`src/rtl/phase_monitor_accum.sv`:
```
// Phase monitor accumulator: synchronizes the sampling sub-cell's two flops,
// holds them out of clear while a measurement runs, and over a window of
// clock cycles counts samples where the flops disagree and where ff_in leads.
// Control outputs are registered from the current state, so each of them
// follows the FSM by one cycle.
module phase_monitor_accum #(
  parameter int WIN_W   = 16,
  parameter int ARM_CYC = 4
) (
  input  logic             clk,
  input  logic             rst,
  input  logic             en_pm,
  input  logic [WIN_W-1:0] n_avg,
  input  logic             ff_in,
  input  logic             ff_ref,
  output logic             en_sync,
  output logic             busy,
  output logic             done,
  output logic [WIN_W-1:0] cnt_diff,
  output logic [WIN_W-1:0] cnt_lead
);

  typedef enum logic [1:0] {
    S_IDLE,
    S_ARM,
    S_ACCUM,
    S_DONE
  } state_t;

  localparam logic [WIN_W-1:0] ARM_LAST = WIN_W'(ARM_CYC - 1);

  state_t           r_state;
  state_t           w_next;
  logic             w_start;
  logic             w_abort;
  logic             w_phaseEnd;
  logic             w_sample;

  logic             r_inMeta;
  logic             r_inSync;
  logic             r_refMeta;
  logic             r_refSync;

  logic [WIN_W-1:0] r_win;
  logic [WIN_W-1:0] r_cyc;
  logic [WIN_W-1:0] r_cntDiff;
  logic [WIN_W-1:0] r_cntLead;
  logic             r_enSync;
  logic             r_busy;
  logic             r_done;

  // Next-state decode: start on en_pm in IDLE, leave ARM/ACCUM when their
  // cycle counter expires, and fall back to IDLE whenever en_pm drops mid-run.
  always_comb begin
    w_next     = r_state;
    w_start    = 1'b0;
    w_abort    = 1'b0;
    w_phaseEnd = 1'b0;
    w_sample   = 1'b0;
    case (r_state)
      S_IDLE: begin
        if (en_pm) begin
          w_next  = S_ARM;
          w_start = 1'b1;
        end
      end
      S_ARM: begin
        if (!en_pm) begin
          w_abort = 1'b1;
          w_next  = S_IDLE;
        end else if (r_cyc == ARM_LAST) begin
          w_phaseEnd = 1'b1;
          w_next     = (r_win == '0) ? S_DONE : S_ACCUM;
        end
      end
      S_ACCUM: begin
        if (!en_pm) begin
          w_abort = 1'b1;
          w_next  = S_IDLE;
        end else begin
          w_sample = 1'b1;
          if (r_cyc == (r_win - WIN_W'(1))) begin
            w_phaseEnd = 1'b1;
            w_next     = S_DONE;
          end
        end
      end
      S_DONE: begin
        if (!en_pm) begin
          w_next = S_IDLE;
        end
      end
      default: begin
        w_next = S_IDLE;
      end
    endcase
  end

  // State register.
  always_ff @(posedge clk) begin
    if (rst) begin
      r_state <= S_IDLE;
    end else begin
      r_state <= w_next;
    end
  end

  // Two-flop synchronizers bringing the asynchronous sample flops into clk.
  always_ff @(posedge clk) begin
    if (rst) begin
      r_inMeta  <= 1'b0;
      r_inSync  <= 1'b0;
      r_refMeta <= 1'b0;
      r_refSync <= 1'b0;
    end else begin
      r_inMeta  <= ff_in;
      r_inSync  <= r_inMeta;
      r_refMeta <= ff_ref;
      r_refSync <= r_refMeta;
    end
  end

  // Window latch, phase cycle counter and the two result counters.
  always_ff @(posedge clk) begin
    if (rst) begin
      r_win     <= '0;
      r_cyc     <= '0;
      r_cntDiff <= '0;
      r_cntLead <= '0;
    end else if (w_start) begin
      r_win     <= n_avg;
      r_cyc     <= '0;
      r_cntDiff <= '0;
      r_cntLead <= '0;
    end else if (w_abort) begin
      r_cyc     <= '0;
      r_cntDiff <= '0;
      r_cntLead <= '0;
    end else begin
      if (w_sample) begin
        r_cntDiff <= r_cntDiff + WIN_W'(r_inSync ^ r_refSync);
        r_cntLead <= r_cntLead + WIN_W'(r_inSync & ~r_refSync);
      end
      if ((r_state == S_ARM) || (r_state == S_ACCUM)) begin
        r_cyc <= w_phaseEnd ? '0 : (r_cyc + WIN_W'(1));
      end
    end
  end

  // Registered status outputs decoded from the current state.
  always_ff @(posedge clk) begin
    if (rst) begin
      r_enSync <= 1'b0;
      r_busy   <= 1'b0;
      r_done   <= 1'b0;
    end else begin
      r_enSync <= (r_state == S_ARM) || (r_state == S_ACCUM);
      r_busy   <= (r_state == S_ARM) || (r_state == S_ACCUM);
      r_done   <= (r_state == S_DONE);
    end
  end

  assign en_sync  = r_enSync;
  assign busy     = r_busy;
  assign done     = r_done;
  assign cnt_diff = r_cntDiff;
  assign cnt_lead = r_cntLead;

endmodule

```
`config.mk`:
```
export PLATFORM = sky130hd
export DESIGN_NAME = phase_monitor_accum
export DESIGN_NICKNAME = d
export VERILOG_FILES = /design/src/rtl/phase_monitor_accum.sv
export SDC_FILE = /design/constraint.sdc
export NUM_CORES = 1
export LEC_CHECK = 0
export BUFFER_PORTS_ARGS = -buffer_cell sky130_fd_sc_hd__clkbuf_2
export CAP_MARGIN = 30
export CORE_UTILIZATION = 50
export CTS_BUF_LIST = sky130_fd_sc_hd__clkbuf_8
export DETAILED_ROUTE_END_ITERATION = 12
export GPL_ROUTABILITY_DRIVEN = 0
export GPL_TIMING_DRIVEN = 0
export PLACE_DENSITY = 0.79
export RECOVER_POWER = 25
export SLEW_MARGIN = 5
export SYNTH_ARGS = -nofsm -noshare
export SYNTH_HDL_FRONTEND = slang
export SYNTH_SLANG_ARGS = --single-unit
```
`constraint.sdc`:
```
create_clock -name clk -period 7.64 [get_ports clk]
set_clock_uncertainty 0.05 [all_clocks]
set_input_delay 1.146 -clock clk [delete_from_list [all_inputs] [get_ports clk]]
set_output_delay 1.146 -clock clk [all_outputs]
set_load 0.005 [all_outputs]
```
==> results.md, run 1 <==
- Post-synth top area cell: sky130_fd_sc_hd__dfxtp_1
- Dominant cells by area after synthesis: sky130_fd_sc_hd__dfxtp_1 (39%), sky130_fd_sc_hd__xor2_1 (7.8%), sky130_fd_sc_hd__nand2_1 (7.2%), sky130_fd_sc_hd__xnor2_1 (4.3%), sky130_fd_sc_hd__ha_1 (4.0%)
- CTS root buffer: sky130_fd_sc_hd__clkbuf_8
- Routed len/inst: 13.3 um
- Average size of a mapped cell: 8.41 um^2
- Slew Viols, Final: 0
- Placement Setup Slack: 4.40 ns
- Drt first-iter violations: 148
- Largest vdd supply drop: 0.133 mV
- First drt pass iteration count: 4
- Dpl hpwl: 5.89 mm
- Commonest cells post-synth: sky130_fd_sc_hd__dfxtp_1 (72), sky130_fd_sc_hd__nand2_1 (71), sky130_fd_sc_hd__nor2_1 (36)
- Proportion of netlist area held by the largest area contributor: 0.389
- Inserted Diodes: 0
- Run status: completed
- GR Overflow Total: 0
- Sequential fraction of the synthesis area: 0.389
- Routed met3 length: 484 um
- Area of the core region: 7210 um^2
- CTS Buf Count: 9
- Worst endpoint data arrival time: 3.41 ns
- Post-Synthesis Cells: 441
- Setup repair after global routing missed its margin: no
- Total of endpoints with negative setup slack in the final report: 0
- Clock latency on the worst-skew pair: 0.36 ns
- Worst setup path class: flip-flop to flip-flop
- Transition time of the tightest slew-check pin: 0.511 ns
- Crit path time final: 3.23 ns
- Netlist area before placement: 3710 um^2
- Combinational share of power: 0.144
- Area growth syn-to-layout: 15.5%
- Clock tree from TritonCTS: built
- Share of the clock period used by the worst path: 0.423
- Warning count from the yosys run: 0
- Highest clock frequency the design can meet: 310 MHz
- Top-level port count: 56
- Required time at the endpoint of the critical path: 7.82 ns
- Power density over the cells: 192 nW/um^2
- Register share of total power: 0.481
- Starting utilization of the core area: 0.514
- Worst Path Max Fanout: 10
- Die width: 88.1 um
- Count of flip-flops with a built-in enable after synthesis: 0
- Count of cell types in the netlist: 55
- Chip Height: 88.1 um
- Top metal layer carrying routed signals: met4
- Clock slew at reported path FFs: 0.08 ns
- Vias: 3,295
- Post-synthesis async set-or-reset flop share: 0
- Startpoint class of the critical path: flip-flop
- Largest incremental delay on the critical path: 0.49 ns
- DRC: 0
- Internal Dissipation: 0.000586 W
- Reported max-cap violation count: 0
- Vias per inst: 5.41
- Net count of the mapped netlist: 474
- Number of H-tree levels: 3
- Fin nets: 538
- Critical path capture point type: flip-flop
- FP Rows: 31
- FF/Latch Area: 1440 um^2
- Total length of routed wires: 8.12 mm
- Met2 wire len: 3.89 mm
- Total negative slack: 0 ns
- CP max-delay cell: sky130_fd_sc_hd__or4b_4
- Vias in the first global route: 3,002
- Die Footprint: 7760 um^2
- Multi-input combinational cell area: 2120 um^2
- Hold WC Path Type: flip-flop to flip-flop
- Clk network pwr share: 0.375
- Normalized max-slew margin: 0.651
- Worst-case clock buffer depth: 2
- Number of hold-slack violations in the final timing report: 0
- Final antenna-violating net count: 0
- Switching portion of total power: 0.286
- Overall fraction of global-route tracks in use: 0.222
- Number of hold-repair buffers added at the cts stage: 0
- Cell with the most instances after synthesis: sky130_fd_sc_hd__dfxtp_1
- Cells traversed along the worst timing path: inv_1 > ha_1 > or4b_4 > or3_4 > a2111oi_4 > o2111ai_1 > a2111o_1 > mux2i_4 > buf_6 > a211oi_1
- Post-cts repair resize count: 0
- Number of buffers added on ports: 53
- Reported leakage power: 1.58 nW
- Minimum setup slack in the final design: 4.41 ns
- First-pass GRT wire length: 13.4 mm
- Proportion of layout cells with a drive suffix above 1: 0.131
- Flops & latches, synth: 72
- Number of clock sinks: 72
- Net load switching power: 0.000235 W
- Largest net degree at the start of global routing: 15
- Met1 wire length: 3.64 mm
- Initial antenna violation count: 0
- Buffer count from post-CTS setup fixing: 0
- Count of filler cells inserted in the layout: 679
- Commonest register cell after synthesis: sky130_fd_sc_hd__dfxtp_1
-- flip-flops by register name, summed over array words and instances (netlist names), 2 cells and up --
signal and count:
cnt_lead 16, r_state 2, r_win 16, cnt_diff 16, r_cyc 16
-- routing by layer --
metal / up-vias / GRT usage
li1: 1670 / -
met1: 1513 / 0.265
met2: 102 / 0.381
met3: 10 / 0.0650
met4: 0 / 0.0718
met5: - / 0
-- final cells by class --
class / instances / share of cell area
Buffer: 24 / 0.0254
Clock buffer: 9 / 0.0289
Clock inverter: 7 / 0.0181
Inverter: 10 / 0.00877
Multi-Input combinational cell: 335 / 0.495
Sequential cell: 72 / 0.337
Tap cell: 99 / 0.0289
Timing Repair Buffer: 53 / 0.0582
-- stage by stage --
step	cells	util	area [um^2]	hold slack (ns)	total power, W
floorplan	441	-	3710	0.364	0.000491
global placement	593	0.568	4100	0.370	0.000516
detailed placement	593	0.568	4100	0.379	0.000520
CTS	609	0.596	4300	0.396	0.000827
global route	609	0.593	4280	0.409	0.000863
finish	609	0.593	4280	0.393	0.000822
-- worst paths after layout --
| path | start | end | slack, ns | cells after the start |
|---|---|---|---|---|
| max | r_win[0] | r_cyc[14] | 4.41 | 10 |
| min | r_refMeta | r_refSync | 0.39 | 1 |
| max reg2reg | r_win[0] | r_cyc[14] | 4.41 | 10 |
| min reg2reg | r_refMeta | r_refSync | 0.39 | 1 |
-- cell usage in the layout, fill, tap and decap left out, drive strengths merged, types with 10 or more instances in the layout --
cell	count
a211oi	14
a21oi	28
and3	10
clkbuf	80
dfxtp	72
ha	12
inv	13
nand2	71
nand3	13
nor2	36
xnor2	18
xor2	33
-- power groups by stage --
stage / clock [W] / sequential (W) / combinational [W]
6_report: 0.000308 / 0.000395 / 0.000118
5_1_grt: 0.000334 / 0.000396 / 0.000132
4_1_cts: 0.000314 / 0.000395 / 0.000118
3_5_place_dp: 0 / 0.000404 / 0.000116
3_3_place_gp: 0 / 0.000403 / 0.000113
2_1_floorplan: 0 / 0.000401 / 0.0000901
-- critical path: cells and delay by family (launching register included) --
family	cells	cell delay, ns
AND/OR/NAND/NOR	2	0.88
AO/OA/AOI/OAI	4	1.02
buffers and inverters	2	0.28
flip-flops	1	0.37
adder cells (fa/ha/maj)	1	0.22
multiplexers	1	0.29
-- kinds of logic after synthesis --
logic type | count (synthesis) | synth area share
mux | 2 | 0.00877
flops | 72 | 0.389
compound gates | 74 | 0.135
fa+ha+maj | 12 | 0.0405
simple gates | 196 | 0.267
buf+inv | 34 | 0.0395
xor+xnor | 51 | 0.120
No activity file was read; power rests on OpenSTA's default activity.
==> run 2, diff against run 1 <==
- clock period: 7.64 -> 3 ns (I/O delays scaled with it)
==> results.md, run 2 (synthesis results as in run 1) <==
- First-pass GRT wire length: 13.7 mm
- Drt first-iter violations: 133
- Required time at the endpoint of the critical path: 3.17 ns
- Worst-case clock buffer depth: 2
- Vias per inst: 5.44
- Fin nets: 547
- Run status: completed
- Number of buffers added on ports: 53
- Highest clock frequency the design can meet: 340 MHz
- Register share of total power: 0.475
- Clock slew at reported path FFs: 0.08 ns
- Clock latency on the worst-skew pair: 0.35 ns
- Internal Dissipation: 0.00151 W
- Overall fraction of global-route tracks in use: 0.227
- Worst setup path class: flip-flop to flip-flop
- Setup repair after global routing missed its margin: yes
- Most frequent cells in the layout: sky130_fd_sc_hd__nand2_1 (71), sky130_fd_sc_hd__dfxtp_1 (70), sky130_fd_sc_hd__nor2_1 (36), sky130_fd_sc_hd__clkbuf_2 (36), sky130_fd_sc_hd__clkbuf_1 (35)
- Crit path time final: 2.94 ns
- Vias: 3,362
- Cell type group with the largest total delay on the critical path: compound AO/OA/AOI/OAI gates
- Die Footprint: 7760 um^2
- Reported leakage power: 1.62 nW
- Inserted Diodes: 0
- CTS Buf Count: 9
- CP max-delay cell: sky130_fd_sc_hd__or4b_4
- Vias in the first global route: 3,073
- Commonest non-fill, non-tap cell in the layout: sky130_fd_sc_hd__nand2_1
- Hold WC Path Type: input pin to flip-flop
- Chip Height: 88.1 um
- Reported max-cap violation count: 0
- Routed len/inst: 13.5 um
- Post-route standard cell area excluding fillers: 4410 um^2
- Number of clock sinks: 72
- DRC: 0
- Number of hold-slack violations in the final timing report: 0
- Dpl hpwl: 5.89 mm
- Combinational share of power: 0.154
- Area growth syn-to-layout: 18.8%
- Switching portion of total power: 0.288
- Starting utilization of the core area: 0.514
- Clock tree from TritonCTS: built
- Final antenna-violating net count: 0
- Total length of routed wires: 8.32 mm
- Top-level port count: 56
- First drt pass iteration count: 4
- Share of the clock period used by the worst path: 0.981
- Transition time of the tightest slew-check pin: 0.525 ns
- Startpoint class of the critical path: flip-flop
- Cells traversed along the worst timing path: inv_4 > ha_4 > or4b_4 > or3_4 > a2111oi_4 > o2111ai_1 > a2111o_1 > mux2i_4 > buf_4 > a211oi_1
- Largest vdd supply drop: 0.359 mV
- Final cell utilization of the core: 0.611
- Net load switching power: 0.000609 W
- Die width: 88.1 um
- Initial antenna violation count: 0
- Largest incremental delay on the critical path: 0.46 ns
- Slew Viols, Final: 0
- Total of endpoints with negative setup slack in the final report: 0
- Worst endpoint data arrival time: 3.11 ns
- Power density over the cells: 480 nW/um^2
- Proportion of layout cells with a drive suffix above 1: 0.160
- CTS root buffer: sky130_fd_sc_hd__clkbuf_8
- Area of the core region: 7210 um^2
- Number of H-tree levels: 3
- Largest net degree at the start of global routing: 15
- Placed instance area: 4100 um^2
- Count of buffer and inverter cells on the critical path: 2
- Normalized max-slew margin: 0.641
- GR Overflow Total: 0
- Critical path capture point type: flip-flop
- Clk network pwr share: 0.371
- Worst Path Max Fanout: 6
- FP Rows: 31
==> run 2: changes by cell type in the layout (fill, tap and decap cells not counted), sizes merged <==
cell / change
buf: +9
==> run 2: power groups by stage <==
| stage | sequential (W) | clock (W) | combinational, W |
|---|---|---|---|
| floorplan | 0.00102 | 0 | 0.000230 |
| global placement | 0.00103 | 0 | 0.000287 |
| detailed placement | 0.00103 | 0 | 0.000296 |
| CTS | 0.00100 | 0.000799 | 0.000310 |
| global route | 0.00101 | 0.000852 | 0.000361 |
| finish | 0.00101 | 0.000786 | 0.000325 |
==> run 2: what timing repair did <==
action | CTS | global route
gates resized for setup | 11 | 7
setup buffers | 6 | 2
hold buffers | 0 | 0
cloned | 1 | 0
setup endpoints to repair | 16 | 18
pin swaps | 4 | 1
==> run 2: final timing paths <==
kind              from   endpoint  slack [ns]  cells after the start
max           r_win[0]   r_cyc[3]        0.06                     10
min             ff_ref  r_refMeta        0.26                      2
max reg2reg   r_win[0]   r_cyc[3]        0.06                     10
min reg2reg  r_refMeta  r_refSync        0.39                      1
==> run 2: stage by stage <==
| stage | setup TNS (ns) | setup slack [ns] | power [W] | instances | hold slack, ns |
|---|---|---|---|---|---|
| after global routing | -0.118 | -0.0176 | 0.00222 | 618 | 0.246 |
| final | 0 | 0.0584 | 0.00212 | 618 | 0.256 |
| after global placement | -2.03 | -0.186 | 0.00131 | 593 | 0.370 |
| after floorplan | 0 | 0.0749 | 0.00125 | 441 | 0.364 |
| after CTS | 0 | 0.00665 | 0.00211 | 616 | 0.246 |
| after detailed placement | -2.70 | -0.222 | 0.00132 | 593 | 0.379 |
==> run 2: final cells by class <==
class,count,area [um^2]
buffer,24,109
tap,99,124
clock buffer,9,124
fill,656,2810
timing repair buffer,62,319
inverter,10,40.0
sequential,72,1450
multi-input combinational,335,2160
clock inverter,7,77.6
==> run 2: worst register-to-register path, stage by stage (launching register included) <==
cell                        delay, ns
sky130_fd_sc_hd__dfxtp_4         0.36
sky130_fd_sc_hd__inv_4           0.05
sky130_fd_sc_hd__ha_4            0.13
sky130_fd_sc_hd__or4b_4          0.46
sky130_fd_sc_hd__or3_4           0.35
sky130_fd_sc_hd__a2111oi_4       0.32
sky130_fd_sc_hd__o2111ai_1       0.16
sky130_fd_sc_hd__a2111o_1        0.39
sky130_fd_sc_hd__mux2i_4         0.30
sky130_fd_sc_hd__buf_4           0.18
sky130_fd_sc_hd__a211oi_1        0.07
==> run 2: routing by layer <==
metal  share of wire  GRT usage  up-vias
li1                -          -     1687
met1            0.44      0.266     1544
met2            0.48      0.392      110
met3           0.057     0.0669       21
met4           0.023     0.0880        0
met5               0          0        -
==> run 3, diff against run 2 <==
- PLACE_DENSITY: 0.79 -> 0.71
- SLEW_MARGIN: 5 -> 20
==> results.md, run 3 (synthesis results as in run 1) <==
- Number of buffers added on ports: 53
- Power density over the cells: 469 nW/um^2
- Number of clock sinks: 72
- Run status: complete, but fails checks
- Clock latency on the worst-skew pair: 0.35 ns
- Hold WC Path Type: input pin to flip-flop
- Number of hold-slack violations in the final timing report: 0
- GR Overflow Total: 0
- Met2 wire len: 3.86 mm
- Area growth syn-to-layout: 18.7%
- Slew Viols, Final: 0
- Area of the core region: 7210 um^2
- Chip Height: 88.1 um
- Reported max-cap violation count: 0
- Drt first-iter violations: 142
- Critical path capture point type: flip-flop
- Proportion of layout cells with a drive suffix above 1: 0.162
- Total negative slack: -0.0373 ns
- Fin nets: 547
- CTS Buf Count: 9
- Timing startpoint of the critical path: r_win[1]
- DRC: 0
- Crit path time final: 3.04 ns
- Violated checks: negative setup slack
- Overall fraction of global-route tracks in use: 0.225
- Normalized max-slew margin: 0.497
- Die Footprint: 7760 um^2
- Final cell utilization of the core: 0.610
- Most frequent cells in the layout: sky130_fd_sc_hd__nand2_1 (71), sky130_fd_sc_hd__dfxtp_1 (70), sky130_fd_sc_hd__clkbuf_2 (40), sky130_fd_sc_hd__nor2_1 (36), sky130_fd_sc_hd__xor2_1 (33)
- Post-route standard cell area excluding fillers: 4400 um^2
- Die width: 88.1 um
- Vias per inst: 5.39
- Reg-to-Reg Start: r_win[1]
- Clock tree from TritonCTS: built
- Inserted Diodes: 0
- Highest clock frequency the design can meet: 329 MHz
- Routed len/inst: 13.6 um
- Top metal layer carrying routed signals: met4
- First-pass GRT wire length: 13.5 mm
- Total of endpoints with negative setup slack in the final report: 1
- CTS root buffer: sky130_fd_sc_hd__clkbuf_8
- First drt pass iteration count: 4
- Required time at the endpoint of the critical path: 3.23 ns
- Starting utilization of the core area: 0.514
- Setup crit end: r_state[1]
- Worst setup path class: flip-flop to flip-flop
- Worst-case clock buffer depth: 2
- Setup slack of the most critical reg-to-reg path: -0.04 ns
- Met1 wire length: 3.92 mm
- Number of H-tree levels: 3
- FP Rows: 31
- Dpl hpwl: 5.80 mm
- Destination of the worst register-to-register timing path: r_state[1]
- Total length of routed wires: 8.35 mm
- Worst endpoint data arrival time: 3.27 ns
- Transition time of the tightest slew-check pin: 0.753 ns
- Routed met3 length: 354 um
- Largest vdd supply drop: 0.249 mV
- Placement Setup Slack: -0.266 ns
- Worst reg2reg path depth: 10
- Commonest non-fill, non-tap cell in the layout: sky130_fd_sc_hd__nand2_1
- Share of the clock period used by the worst path: 1.01
- Clock slew at reported path FFs: 0.07 ns
- Setup repair after global routing missed its margin: yes
- Final antenna-violating net count: 0
- Worst Path Max Fanout: 3
- Top-level port count: 56
- Number of hold-repair buffers added at the cts stage: 0
- Largest net degree at the start of global routing: 12
- Vias: 3,321
- Placed instance area: 4100 um^2
- Vias in the first global route: 2,851
- Reported leakage power: 1.63 nW
- Initial antenna violation count: 0
- Minimum setup slack in the final design: -0.0373 ns
- Startpoint class of the critical path: flip-flop
## run 3: cell types whose count changed in the layout (fill, tap and decap cells not counted), sizes merged
cell  change
inv       -2
## run 3: what timing repair did
action | 4_1_cts | 5_1_grt
resized for setup | 12 | 10
setup endpoints to repair | 18 | 18
gates cloned | 1 | 0
buffers inserted | 7 | 1
pin swaps | 5 | 1
## run 3: layout make-up
cell class / count / area, um^2
plain buffers: 24 / 109
clock buffers: 9 / 124
clock inverters: 5 / 51.3
fillers: 663 / 2810
inverters: 10 / 40.0
multi-input cells: 335 / 2180
flip-flops and latches: 72 / 1450
well taps: 99 / 124
repair buffers: 62 / 328
## run 3: routing by layer
layer  vias to the layer above  GRT usage
li1                       1686          -
met1                      1548      0.292
met2                        73      0.354
met3                        14     0.0368
met4                         0      0.130
met5                         -          0
## run 3: worst min path at each step
stage	slack, ns	endpoint	startpoint	cells after the start
floorplan	0.36	r_inSync	r_inMeta	1
global placement	0.37	r_inSync	r_inMeta	1
detailed placement	0.38	r_refSync	r_refMeta	1
CTS	0.25	r_win[0]	n_avg[0]	3
global route	0.25	r_refMeta	ff_ref	2
finish	0.26	r_win[0]	n_avg[0]	3
## run 3: critical path: stages, from the launching register on
cell and delay [ns]:
sky130_fd_sc_hd__dfxtp_4 0.35, sky130_fd_sc_hd__inv_4 0.05, sky130_fd_sc_hd__ha_4 0.13, sky130_fd_sc_hd__or4b_4 0.46, sky130_fd_sc_hd__or3_4 0.35, sky130_fd_sc_hd__a2111oi_4 0.35, sky130_fd_sc_hd__buf_4 0.17, sky130_fd_sc_hd__nand2_1 0.05
sky130_fd_sc_hd__a2111oi_1 0.67, sky130_fd_sc_hd__o211ai_1 0.18, sky130_fd_sc_hd__a21oi_1 0.17
## run 3: report_power, final
part           switching [W]  internal (W)  leakage, nW
Clock               0.000363      0.000369       0.0921
Sequential         0.0000275      0.000978        0.585
Combinational       0.000191      0.000136        0.954
Total               0.000582       0.00148         1.63
## run 3: through the flow
step / hold slack (ns) / cells / power (W)
after floorplan: 0.364 / 441 / 0.00125
after global placement: 0.369 / 593 / 0.00132
after detailed placement: 0.379 / 593 / 0.00132
after CTS: 0.248 / 615 / 0.00206
after global routing: 0.255 / 616 / 0.00216
final: 0.260 / 616 / 0.00206
